## src/rtl/tc_event_ctr.sv

```systemverilog
// Terminal-count event counter: counts rising edges of tc, raises a sticky irq
// every `limit` events and flags a sticky overrun when irq is not acknowledged in time.
module tc_event_ctr #(
  parameter int unsigned CNT_W   = 8,
  parameter bit          TC_SYNC = 1'b0
) (
  input  logic             clk,
  input  logic             reset,
  input  logic             en,
  input  logic             tc,
  input  logic [CNT_W-1:0] limit,
  input  logic             clear,
  input  logic             ack,
  output logic [CNT_W-1:0] evt_cnt,
  output logic             irq,
  output logic             ovf,
  output logic [1:0]       state
);

  typedef enum logic [1:0] {
    IDLE  = 2'd0,
    COUNT = 2'd1,
    PEND  = 2'd2,
    OVR   = 2'd3
  } state_t;

  state_t           r_state, w_state_nxt;
  logic [CNT_W-1:0] r_cnt, w_cnt_nxt, w_cnt_inc;
  logic             r_irq, w_irq_nxt;
  logic             r_ovf, w_ovf_nxt;
  logic             r_tc_d;
  logic             w_tc;
  logic             w_evt;
  logic             w_term;

  generate
    if (TC_SYNC) begin : g_sync
      logic [1:0] r_sync;
      always_ff @(posedge clk or negedge reset) begin
        if (!reset) r_sync <= '0;
        else        r_sync <= {r_sync[0], tc};
      end
      assign w_tc = r_sync[1];
    end else begin : g_nosync
      assign w_tc = tc;
    end
  endgenerate

  // Edge register tracks tc unconditionally so a tc held across en/clear counts once.
  always_ff @(posedge clk or negedge reset) begin
    if (!reset) r_tc_d <= 1'b0;
    else        r_tc_d <= w_tc;
  end

  assign w_evt     = en & w_tc & ~r_tc_d;
  assign w_cnt_inc = r_cnt + CNT_W'(1);
  // limit-1 wraps to all-ones for limit==0, giving a 2^CNT_W period.
  assign w_term    = w_evt && (r_cnt == limit - CNT_W'(1));

  always_comb begin
    w_state_nxt = r_state;
    w_cnt_nxt   = r_cnt;
    w_irq_nxt   = r_irq;
    w_ovf_nxt   = r_ovf;
    if (clear) begin
      w_cnt_nxt   = '0;
      w_irq_nxt   = 1'b0;
      w_ovf_nxt   = 1'b0;
      w_state_nxt = en ? COUNT : IDLE;
    end else begin
      if (r_state != IDLE && w_evt)
        w_cnt_nxt = w_term ? '0 : w_cnt_inc;
      case (r_state)
        IDLE: begin
          if (en) w_state_nxt = COUNT;
        end
        COUNT: begin
          if (w_term) begin
            w_irq_nxt   = 1'b1;
            w_state_nxt = PEND;
          end
        end
        PEND: begin
          // A terminal event coinciding with ack keeps the interrupt pending.
          if (w_term && !ack) begin
            w_ovf_nxt   = 1'b1;
            w_state_nxt = OVR;
          end else if (ack && !w_term) begin
            w_irq_nxt   = 1'b0;
            w_state_nxt = COUNT;
          end
        end
        OVR: begin
          if (ack && !w_term) begin
            w_irq_nxt   = 1'b0;
            w_state_nxt = COUNT;
          end
        end
        default: w_state_nxt = IDLE;
      endcase
    end
  end

  always_ff @(posedge clk or negedge reset) begin
    if (!reset) begin
      r_state <= IDLE;
      r_cnt   <= '0;
      r_irq   <= 1'b0;
      r_ovf   <= 1'b0;
    end else begin
      r_state <= w_state_nxt;
      r_cnt   <= w_cnt_nxt;
      r_irq   <= w_irq_nxt;
      r_ovf   <= w_ovf_nxt;
    end
  end

  assign evt_cnt = r_cnt;
  assign irq     = r_irq;
  assign ovf     = r_ovf;
  assign state   = r_state;

endmodule

```

## config.mk

```make
export PLATFORM = sky130hd
export DESIGN_NAME = tc_event_ctr
export DESIGN_NICKNAME = d
export VERILOG_FILES = /design/src/rtl/tc_event_ctr.sv
export SDC_FILE = /design/constraint.sdc
export NUM_CORES = 1
export LEC_CHECK = 0
export BUFFER_PORTS_ARGS = -buffer_cell sky130_fd_sc_hd__clkbuf_2
export CORE_ASPECT_RATIO = 0.8
export CORE_MARGIN = 5
export CORE_UTILIZATION = 31
export CTS_CLUSTER_SIZE = 14
export DETAILED_ROUTE_END_ITERATION = 10
export HOLD_SLACK_MARGIN = 0.05
export MAX_ROUTING_LAYER = met4
export PLACE_DENSITY = 0.58
export SYNTH_ARGS = -nofsm -noshare
export SYNTH_HDL_FRONTEND = slang
export SYNTH_SLANG_ARGS = --single-unit
export TNS_END_PERCENT = 100
```

## constraint.sdc

```tcl
create_clock -name clk -period 4.65 [get_ports clk]
set_input_delay 1.1625 -clock clk [delete_from_list [all_inputs] [get_ports clk]]
set_output_delay 1.1625 -clock clk [all_outputs]
set_load 0.01 [all_outputs]
```

==> run_results.csv, run 1 <==
group,metric,value,unit
outcome,outcome,"finished, final reports clean",
global_routing,antenna_found_initial,0,
sta,period_minus_slack,3.27,ns
synth,async_flop_share,100,%
detailed_routing,viasPerCell,5.13,
worst_setup_path,r2r_slack,2.16,ns
worst_setup_path,required,4.82,ns
sta,fin_skew,0.00442,ns
synth,syn_inst,119,
synth,synth_ff_type,"dfrtp_1",
placement,dpl.cell_count,179,
worst_setup_path,cp_max_fo,16,
global_routing,grt_pass1_vias,892,
global_routing,grt_usage,12.7,%
sta,tns,0,ns
clocking,htree_levels,1,
detailed_routing,dr.pass1.iters,4,
cells_and_area,syn2layout_area_growth,21.0,%
floorplan,die_w,72.2,um
floorplan,initial_core_util,31.6,%
placement,numPortBuffers,25,
synth,synth_top_area_share,33.9,%
synth,synth_edf_count,0,
global_routing,grt.overflow.total,0,
cells_and_area,fillCellCount,314,
global_routing,grt_pass1_wl,4170,um
clocking,post_cts_buffers,0,
floorplan,pin_count,26,
worst_setup_path,critical_path.startpoint_type,"primary input",
floorplan,fp-row-count,18,
detailed_routing,vias,938,
power,peakVddDrop,0.129,mV
synth,synth-seq-cells,13,
synth,avgSynthCellArea,8.07,um2
detailed_routing,drt-initial-drc-count,24,
clocking,ctsHoldBuffers,0,
detailed_routing,drc,0,
clocking,cts_sinks,13,
cells_and_area,drive_gt1_share,23.8,%
flow_run,max_cap_viol_count,0,
synth,ys_warn_count,0,
synth,ys_types,39,
cells_and_area,final_cells,183,
clocking,cts_tree,"built",
floorplan,die_h,59.8,um
sta,tightest_slew,0.586,ns
sta,max-slew-margin-rel,61.0,%
placement,gp_congestion,0.779,
floorplan,die_area,4320,um2
sta,fmaxAchievable,0.306,GHz
clocking,cts_buffer_depth,2,
power,p_leak,0.508,nW
detailed_routing,wl,2410,um
synth,synth.cell_area,961,um2
worst_setup_path,path_class,"primary input to register",
cells_and_area,final_nets,160,
cells_and_area,antenna_cells,0,
sta,rsz0062_at_grt,"no",
min_path,hp-class,"register to register",
clocking,clock_latency,0.25,ns
worst_setup_path,cp-end-kind,"register",
detailed_routing,ant_nets,0,
sta,fin_crit_sh,70.3,%
clocking,cts_buffers,3,
synth,syn-num-nets,135,
synth,synth_area_leader_cell,"dfrtp_1",
placement,hpwl,1780,um
sta,drv_slew,0,
synth,synth-seq-area-share,33.9,%
clocking,root_buffer,"clkbuf_8",
clocking,cts_resized,0,
synth,synth_area_leaders,"dfrtp_1 (34%), nand2_1 (5.5%), xnor2_1 (5.5%)",
floorplan,coreArea,3040,um2
detailed_routing,post_drt_wl_per_cell,13.2,um
sta,setup-violations-final,0,
power,powerDensity,231,nW/um2
sta,finalHoldViolCount,0,
worst_setup_path,crit_arrival,3.44,ns
clocking,clkTransAtPathRegs,0.06,ns
global_routing,grt_start_max_net_pins,17,
kinds of logic after synthesis:
kind of cell,count (synthesis),synth area share [%]
adder cells (fa/ha/maj),2,2.60
XOR/XNOR,8,7.29
AO/OA/AOI/OAI,28,19.4
buffers and inverters,14,5.60
AND/OR/NAND/NOR,54,31.3
flip-flops,13,33.9
layout by cell type, fill, tap and decap left out, types with 2 or more instances in the layout:
| master | n |
|---|---|
| dfrtp_1 | 13 |
| nand4_1 | 2 |
| a31oi_1 | 5 |
| a21o_1 | 2 |
| nor3_1 | 6 |
| nor2_1 | 8 |
| ha_1 | 2 |
| o21ai_1 | 3 |
| nor2b_1 | 3 |
| nor3b_1 | 2 |
| inv_1 | 9 |
| nand3_1 | 7 |
| xor2_1 | 2 |
| clkbuf_2 | 25 |
| nand2b_1 | 2 |
| or2_2 | 2 |
| clkbuf_8 | 3 |
| o211ai_1 | 2 |
| a21oi_1 | 6 |
| xnor2_1 | 6 |
| nand2_1 | 14 |
metal layers:
metal	up-vias	global-route usage (%)	share of wire [%]
met5	-	-	0
met4	0	6.17	1.2
met1	437	17.2	48
met2	22	18.0	46
li1	475	-	-
met3	4	2.69	5.0
cells in the mapped netlist (3+ instances only):
| cell type | n |
|---|---|
| nor3_1 | 6 |
| clkbuf_1 | 4 |
| nand2_1 | 14 |
| o21ai_1 | 3 |
| dfrtp_1 | 13 |
| nor2_1 | 8 |
| a31oi_1 | 5 |
| xnor2_1 | 6 |
| nor2b_1 | 3 |
| nand3_1 | 7 |
| a21oi_1 | 6 |
| inv_1 | 9 |
worst paths after layout:
path | endpoint | cells after the start | start
hold reg to reg | ovf | 2 | ovf
min in group asynchronous | irq | 1 | reset
setup reg to reg | ovf | 6 | evt_cnt[7]
hold / removal | ovf | 2 | ovf
max in group asynchronous | evt_cnt[6] | 1 | reset
setup / recovery | ovf | 9 | limit[0]
through the flow:
stage               hold slack, ns  power [mW]  setup WS (ns)  area (um2)  utilization, %
global placement             0.508       0.168           1.21        1120            36.7
global route                 0.593       0.283           1.22        1160            38.2
CTS                          0.548       0.274           1.36        1160            38.2
detailed placement           0.530       0.169           1.12        1120            36.7
floorplan                    0.543       0.149           1.60         961               -
finish                       0.544       0.269           1.38        1160            38.2
report_power, final:
| part | switching [mW] | total, mW | internal, mW |
|---|---|---|---|
| sequential | 0.00586 | 0.122 | 0.117 |
| clock | 0.0430 | 0.102 | 0.0592 |
| combinational | 0.0252 | 0.0445 | 0.0193 |
sequential cells by signal, summed over array words and instances, names as in the netlist:
signal,flops
evt_cnt,8
state,2
ovf,1
r_tc_d,1
irq,1
area by class of cell:
type / count / area, um2 / share of cell area (%)
Multi-Input combinational cell: 92 / 582 / 50.1
Sequential cell: 13 / 325 / 28.0
Timing Repair Buffer: 25 / 125 / 10.8
Tap cell: 40 / 50.0 / 4.31
Clock buffer: 3 / 41.3 / 3.55
Inverter: 9 / 33.8 / 2.91
Clock inverter: 1 / 5.00 / 0.431
worst max-delay path: stages:
cell and delay (ns):
clkbuf_2 0.13, inv_1 0.07, ha_1 0.17, or3b_1 0.40
nor4_2 0.15, o211ai_1 0.11, a311o_1 0.54, or4b_1 0.55
a21oi_1 0.15
Note: power is estimated with default switching activity, not from simulation.
==> run 2, diff against run 1 <==
PLACE_DENSITY = 0.6   (was 0.58)
clock period = 2.6 ns   (was 4.65 ns; I/O delays follow)
==> run 2 against run 1 <==
Clock skew down 0.0022 ns. Routed wire length about the same. Cell count up 2.2%. Critical path depth down 1. Global-route usage up 0.23 points. Count of clock-buffer cells in the layout up 1.
==> run_results.csv, run 2 (synthesis results as in run 1) <==
group,metric,value,unit
placement,gp_congestion,0.771,
flow_run,max_cap_viol_count,0,
sta,tightest_slew,0.374,ns
floorplan,pin_count,26,
global_routing,gr-max-usage-layer,"met2",
worst_setup_path,required,2.77,ns
power,powerDensity,405,nW/um2
placement,dp_slack,-0.0607,ns
cells_and_area,multi_input_area,587,um2
cells_and_area,final_common_cell,"clkbuf_2",
detailed_routing,drt-initial-drc-count,41,
placement,placed_area,1150,um2
outcome,outcome,"finished, final reports clean",
global_routing,grtUsageMet3,2.18,%
floorplan,coreArea,3040,um2
floorplan,initial_core_util,31.6,%
floorplan,fp-row-count,18,
sta,hold_ws,0.296,ns
cells_and_area,fillCellCount,319,
global_routing,grt_start_max_net_pins,17,
power,peakVddDrop,0.210,mV
sta,drv_slew,0,
clocking,cts_buffers,3,
sta,fin_skew,0.00221,ns
clocking,post_cts_buffers,0,
sta,fin_crit_sh,93.1,%
cells_and_area,drive_gt1_share,26.5,%
placement,hpwl,1870,um
worst_setup_path,crit_path_top_delay_cell,"or4b_1",
worst_setup_path,crit_arrival,2.59,ns
cells_and_area,design_area,1200,um2
floorplan,die_h,59.8,um
floorplan,die_area,4320,um2
cells_and_area,finish.utilization,39.3,%
worst_setup_path,slowest_delay,0.47,ns
sta,rsz0062_at_grt,"no",
cells_and_area,final_cell_mix,"clkbuf_2 (25), nand2_1 (14), dfrtp_1 (13), inv_1 (9), nor2_1 (8)",
global_routing,grt_pass1_vias,930,
detailed_routing,vias,935,
global_routing,grt_pass1_wl,4360,um
detailed_routing,dr.pass1.iters,4,
cells_and_area,syn2layout_area_growth,24.5,%
worst_setup_path,cp_num_buf_inv,2,
worst_setup_path,cp_max_fo,5,
placement,numPortBuffers,25,
global_routing,met1_usage,17.8,%
power,p_leak,0.523,nW
sta,setup_slack,0.180,ns
clocking,cts_sinks,13,
detailed_routing,ant_nets,0,
clocking,cts_buffer_depth,2,
floorplan,die_w,72.2,um
clocking,htree_levels,1,
detailed_routing,drc,0,
cells_and_area,largest_register_ff_count,8,
worst_setup_path,critPathTopFamily,"simple AND/OR/NAND/NOR gates",
clocking,cts_tree,"built",
sta,period_minus_slack,2.42,ns
cells_and_area,antenna_cells,0,
sta,setup-violations-final,0,
sta,fmaxAchievable,0.413,GHz
worst_setup_path,r2r_slack,0.38,ns
clocking,clock_latency,0.24,ns
detailed_routing,post_drt_wl_per_cell,12.9,um
sta,finalHoldViolCount,0,
worst_setup_path,critical_path.startpoint_type,"primary input",
cells_and_area,final_nets,164,
min_path,hp-class,"primary input to asynchronous set/reset pin",
clocking,root_buffer,"clkbuf_8",
worst_setup_path,crit_chain,"clkbuf_2, buf_4, nor4_4, nand4_1, a211o_1, a311o_1, or4b_1, a21oi_1",
detailed_routing,viasPerCell,5.00,
global_routing,met2_usage,19.8,%
worst_setup_path,path_class,"primary input to register",
global_routing,grt_usage,13.0,%
detailed_routing,wl,2410,um
global_routing,antenna_found_initial,0,
clocking,clkTransAtPathRegs,0.06,ns
sta,max-slew-margin-rel,74.4,%
power,p_total,0.484,mW
worst_setup_path,cp-end-kind,"register",
global_routing,grt.overflow.total,0,
cells_and_area,seq_area,325,um2
run 2: cell types whose count changed in the layout (fill, tap and decap cells not counted), sizes merged:
cell / previous run / this run
buf: 0 / 4
clkbuf: 28 / 29
clkinv: 1 / 0
run 2: worst register-to-register path, stage by stage, from the launching register on:
cell and delay, ns:
dfrtp_1 0.43, xor2_1 0.22, a2111oi_0 0.41, a31oi_1 0.08
a311o_1 0.38, or4b_1 0.47, a21oi_1 0.15
run 2: path summary, 6_finish.rpt:
kind / startpoint / endpoint / cells past startpoint
setup reg to reg: evt_cnt[7] / ovf / 6
hold / removal: reset / evt_cnt[1] / 1
max in group asynchronous: reset / evt_cnt[5] / 1
hold reg to reg: ovf / ovf / 2
setup / recovery: limit[1] / ovf / 8
min in group clk: ovf / ovf / 2
run 2: power by group:
part | switching (mW) | internal, mW | leakage (nW)
combinational | 0.0467 | 0.0380 | 0.326
clock | 0.0726 | 0.108 | 0.0228
sequential | 0.0106 | 0.208 | 0.175
total | 0.130 | 0.355 | 0.523
run 2: timing repair:
item,4_1_cts,5_1_grt
hold endpoints to repair,0,0
hold buffers,0,0
setup endpoints to repair,0,1
resized for setup,0,2
run 2: area by class of cell:
cell class	count	share of cell area [%]
multi-input combinational	92	49.1
sequential	13	27.2
timing repair buffer	29	13.0
tap	40	4.18
clock buffer	4	3.77
inverter	9	2.82
run 2: through the flow:
step / instances / TNS (ns)
floorplan: 119 / 0
global placement: 183 / -0.00611
detailed placement: 183 / -0.0607
CTS: 187 / 0
global route: 187 / 0
finish: 187 / 0
run 2: layer usage:
metal | routed length [um] | vias to the layer above | part of all wire [%]
li1 | - | 479 | -
met2 | 1080 | 22 | 45
met3 | 119 | 0 | 4.9
met4 | 0 | 0 | 0
met1 | 1220 | 434 | 50
met5 | 0 | - | 0
==> run 3, diff against run 2 <==
CELL_PAD_IN_SITES_DETAIL_PLACEMENT = 1   (was default)
CELL_PAD_IN_SITES_GLOBAL_PLACEMENT = 1   (was default)
PLACE_DENSITY = 0.76   (was 0.6)
SLEW_MARGIN = 40   (was default)
==> run 3 against run 2 <==
Sequential power barely moved. Cell count rose by 0.53%. Count of clock-buffer cells in the layout did not move. Sequential share of layout area fell by 0.057 points. Final area rose by 0.21%. Clock power barely moved. Via count rose by 8.0%. Clock skew rose by 0.00089 ns. Largest power group unchanged.
==> run_results.csv, run 3 (synthesis results as in run 1) <==
group,metric,value,unit
clocking,clkTransAtPathRegs,0.06,ns
sta,fin_crit_sh,94.5,%
cells_and_area,antenna_cells,0,
power,p_leak,0.529,nW
power,switchingPower,0.134,mW
sta,drv_slew,0,
cells_and_area,largest_register_ff_count,8,
detailed_routing,drc,0,
worst_setup_path,crit_path_top_delay_cell,"or4b_1",
flow_run,max_cap_viol_count,0,
placement,hpwl,2230,um
cells_and_area,drive_gt1_share,25.7,%
clocking,ctsHoldBuffers,0,
global_routing,grt_usage,14.9,%
placement,numPortBuffers,25,
cells_and_area,final_nets,165,
floorplan,initial_core_util,31.6,%
cells_and_area,final_common_cell,"clkbuf_2",
worst_setup_path,required,2.77,ns
detailed_routing,ant_nets,0,
clocking,htree_levels,1,
detailed_routing,wl,2900,um
power,swShare,27.5,%
clocking,cts_tree,"built",
worst_setup_path,slowest_delay,0.48,ns
worst_setup_path,path_class,"primary input to register",
floorplan,die_h,59.8,um
clocking,clock_latency,0.24,ns
detailed_routing,dr.pass1.iters,4,
floorplan,die_w,72.2,um
sta,fmaxAchievable,0.407,GHz
floorplan,pin_count,26,
detailed_routing,top_layer,"met4",
sta,finalHoldViolCount,0,
detailed_routing,met1Wirelength,1370,um
detailed_routing,post_drt_wl_per_cell,15.4,um
min_path,hp-class,"primary input to asynchronous set/reset pin",
worst_setup_path,cp-end-kind,"register",
power,p_clk_share,37.6,%
clocking,post_cts_buffers,0,
clocking,cts_resized,0,
worst_setup_path,cp_max_fo,3,
floorplan,die_area,4320,um2
sta,rsz0062_at_grt,"no",
floorplan,fp-row-count,18,
sta,period_minus_slack,2.46,ns
clocking,cts_buffers,3,
power,p_seq_share,44.7,%
clocking,cts_sinks,13,
detailed_routing,vias,1010,
global_routing,grt_pass1_vias,1098,
sta,hold_ws,0.299,ns
detailed_routing,wl_met3,116,um
global_routing,grt.overflow.total,0,
power,p_int,0.355,mW
power,combPwrFrac,17.7,%
worst_setup_path,critical_path.startpoint_type,"primary input",
worst_setup_path,crit_arrival,2.63,ns
detailed_routing,drt-initial-drc-count,5,
outcome,outcome,"finished, final reports clean",
global_routing,grt_start_max_net_pins,17,
global_routing,grt_pass1_wl,4840,um
clocking,cts_buffer_depth,2,
sta,tns,0,ns
detailed_routing,dr_wl_met2,1340,um
sta,max-slew-margin-rel,73.3,%
sta,fin_skew,0.00310,ns
sta,tightest_slew,0.390,ns
floorplan,coreArea,3040,um2
power,powerDensity,408,nW/um2
clocking,root_buffer,"clkbuf_8",
placement,gp_congestion,0.807,
sta,setup-violations-final,0,
cells_and_area,final_cell_mix,"clkbuf_2 (25), nand2_1 (14), dfrtp_1 (13), inv_1 (9), nor2_1 (8)",
cells_and_area,syn2layout_area_growth,24.7,%
global_routing,antenna_found_initial,0,
worst_setup_path,crit_chain,"clkbuf_2, inv_1, ha_1, or3b_1, nor4_2, o211ai_1, a311o_1, or4b_1, a21oi_1",
power,peakVddDrop,0.170,mV
detailed_routing,viasPerCell,5.37,
==> run 3: through the flow <==
step	cell area [um2]	utilization, %	power (mW)	setup WS [ns]	instances
finish	1200	39.4	0.489	0.142	188
global route	1200	39.4	0.518	0.00352	188
CTS	1200	39.4	0.498	0.135	188
detailed placement	1150	37.9	0.310	-0.114	184
global placement	1150	37.9	0.304	-0.0199	184
floorplan	961	-	0.267	0.0650	119
==> run 3: metal layers <==
metal  vias to the layer above  track usage (%)
met5                         -                -
met4                         0             6.97
met3                         6             3.19
met2                        28             24.4
met1                       488             17.5
li1                        488                -
==> run 3: path summary, 6_finish.rpt <==
check | start | end | depth (start not counted) | slack (ns)
worst max-delay path | limit[0] | ovf | 9 | 0.14
worst min-delay path | reset | irq | 1 | 0.30
worst max register to register | evt_cnt[7] | ovf | 6 | 0.31
worst min register to register | irq | irq | 2 | 0.55
max in group asynchronous | reset | evt_cnt[1] | 1 | 2.04
min in group clk | tc | r_tc_d | 1 | 0.53
==> run 3: layout make-up <==
type | instances | area (um2)
Fill cell | 388 | 1840
Multi-Input combinational cell | 92 | 582
Sequential cell | 13 | 325
Timing Repair Buffer | 30 | 163
Tap cell | 40 | 50.0
Clock buffer | 4 | 45.0
Inverter | 9 | 33.8
==> run 3: worst max-delay path: cells and delay by family <==
kind | cells | cell delay (ns)
fa+ha+maj | 1 | 0.16
buf+inv | 2 | 0.14
simple gates | 3 | 1.05
compound gates | 3 | 0.62
==> run 3: power groups by stage <==
stage | Sequential, mW | Combinational (mW) | Clock, mW
global route | 0.220 | 0.0953 | 0.202
CTS | 0.219 | 0.0874 | 0.192
floorplan | 0.221 | 0.0460 | 0
detailed placement | 0.223 | 0.0870 | 0
finish | 0.219 | 0.0865 | 0.184
global placement | 0.222 | 0.0824 | 0
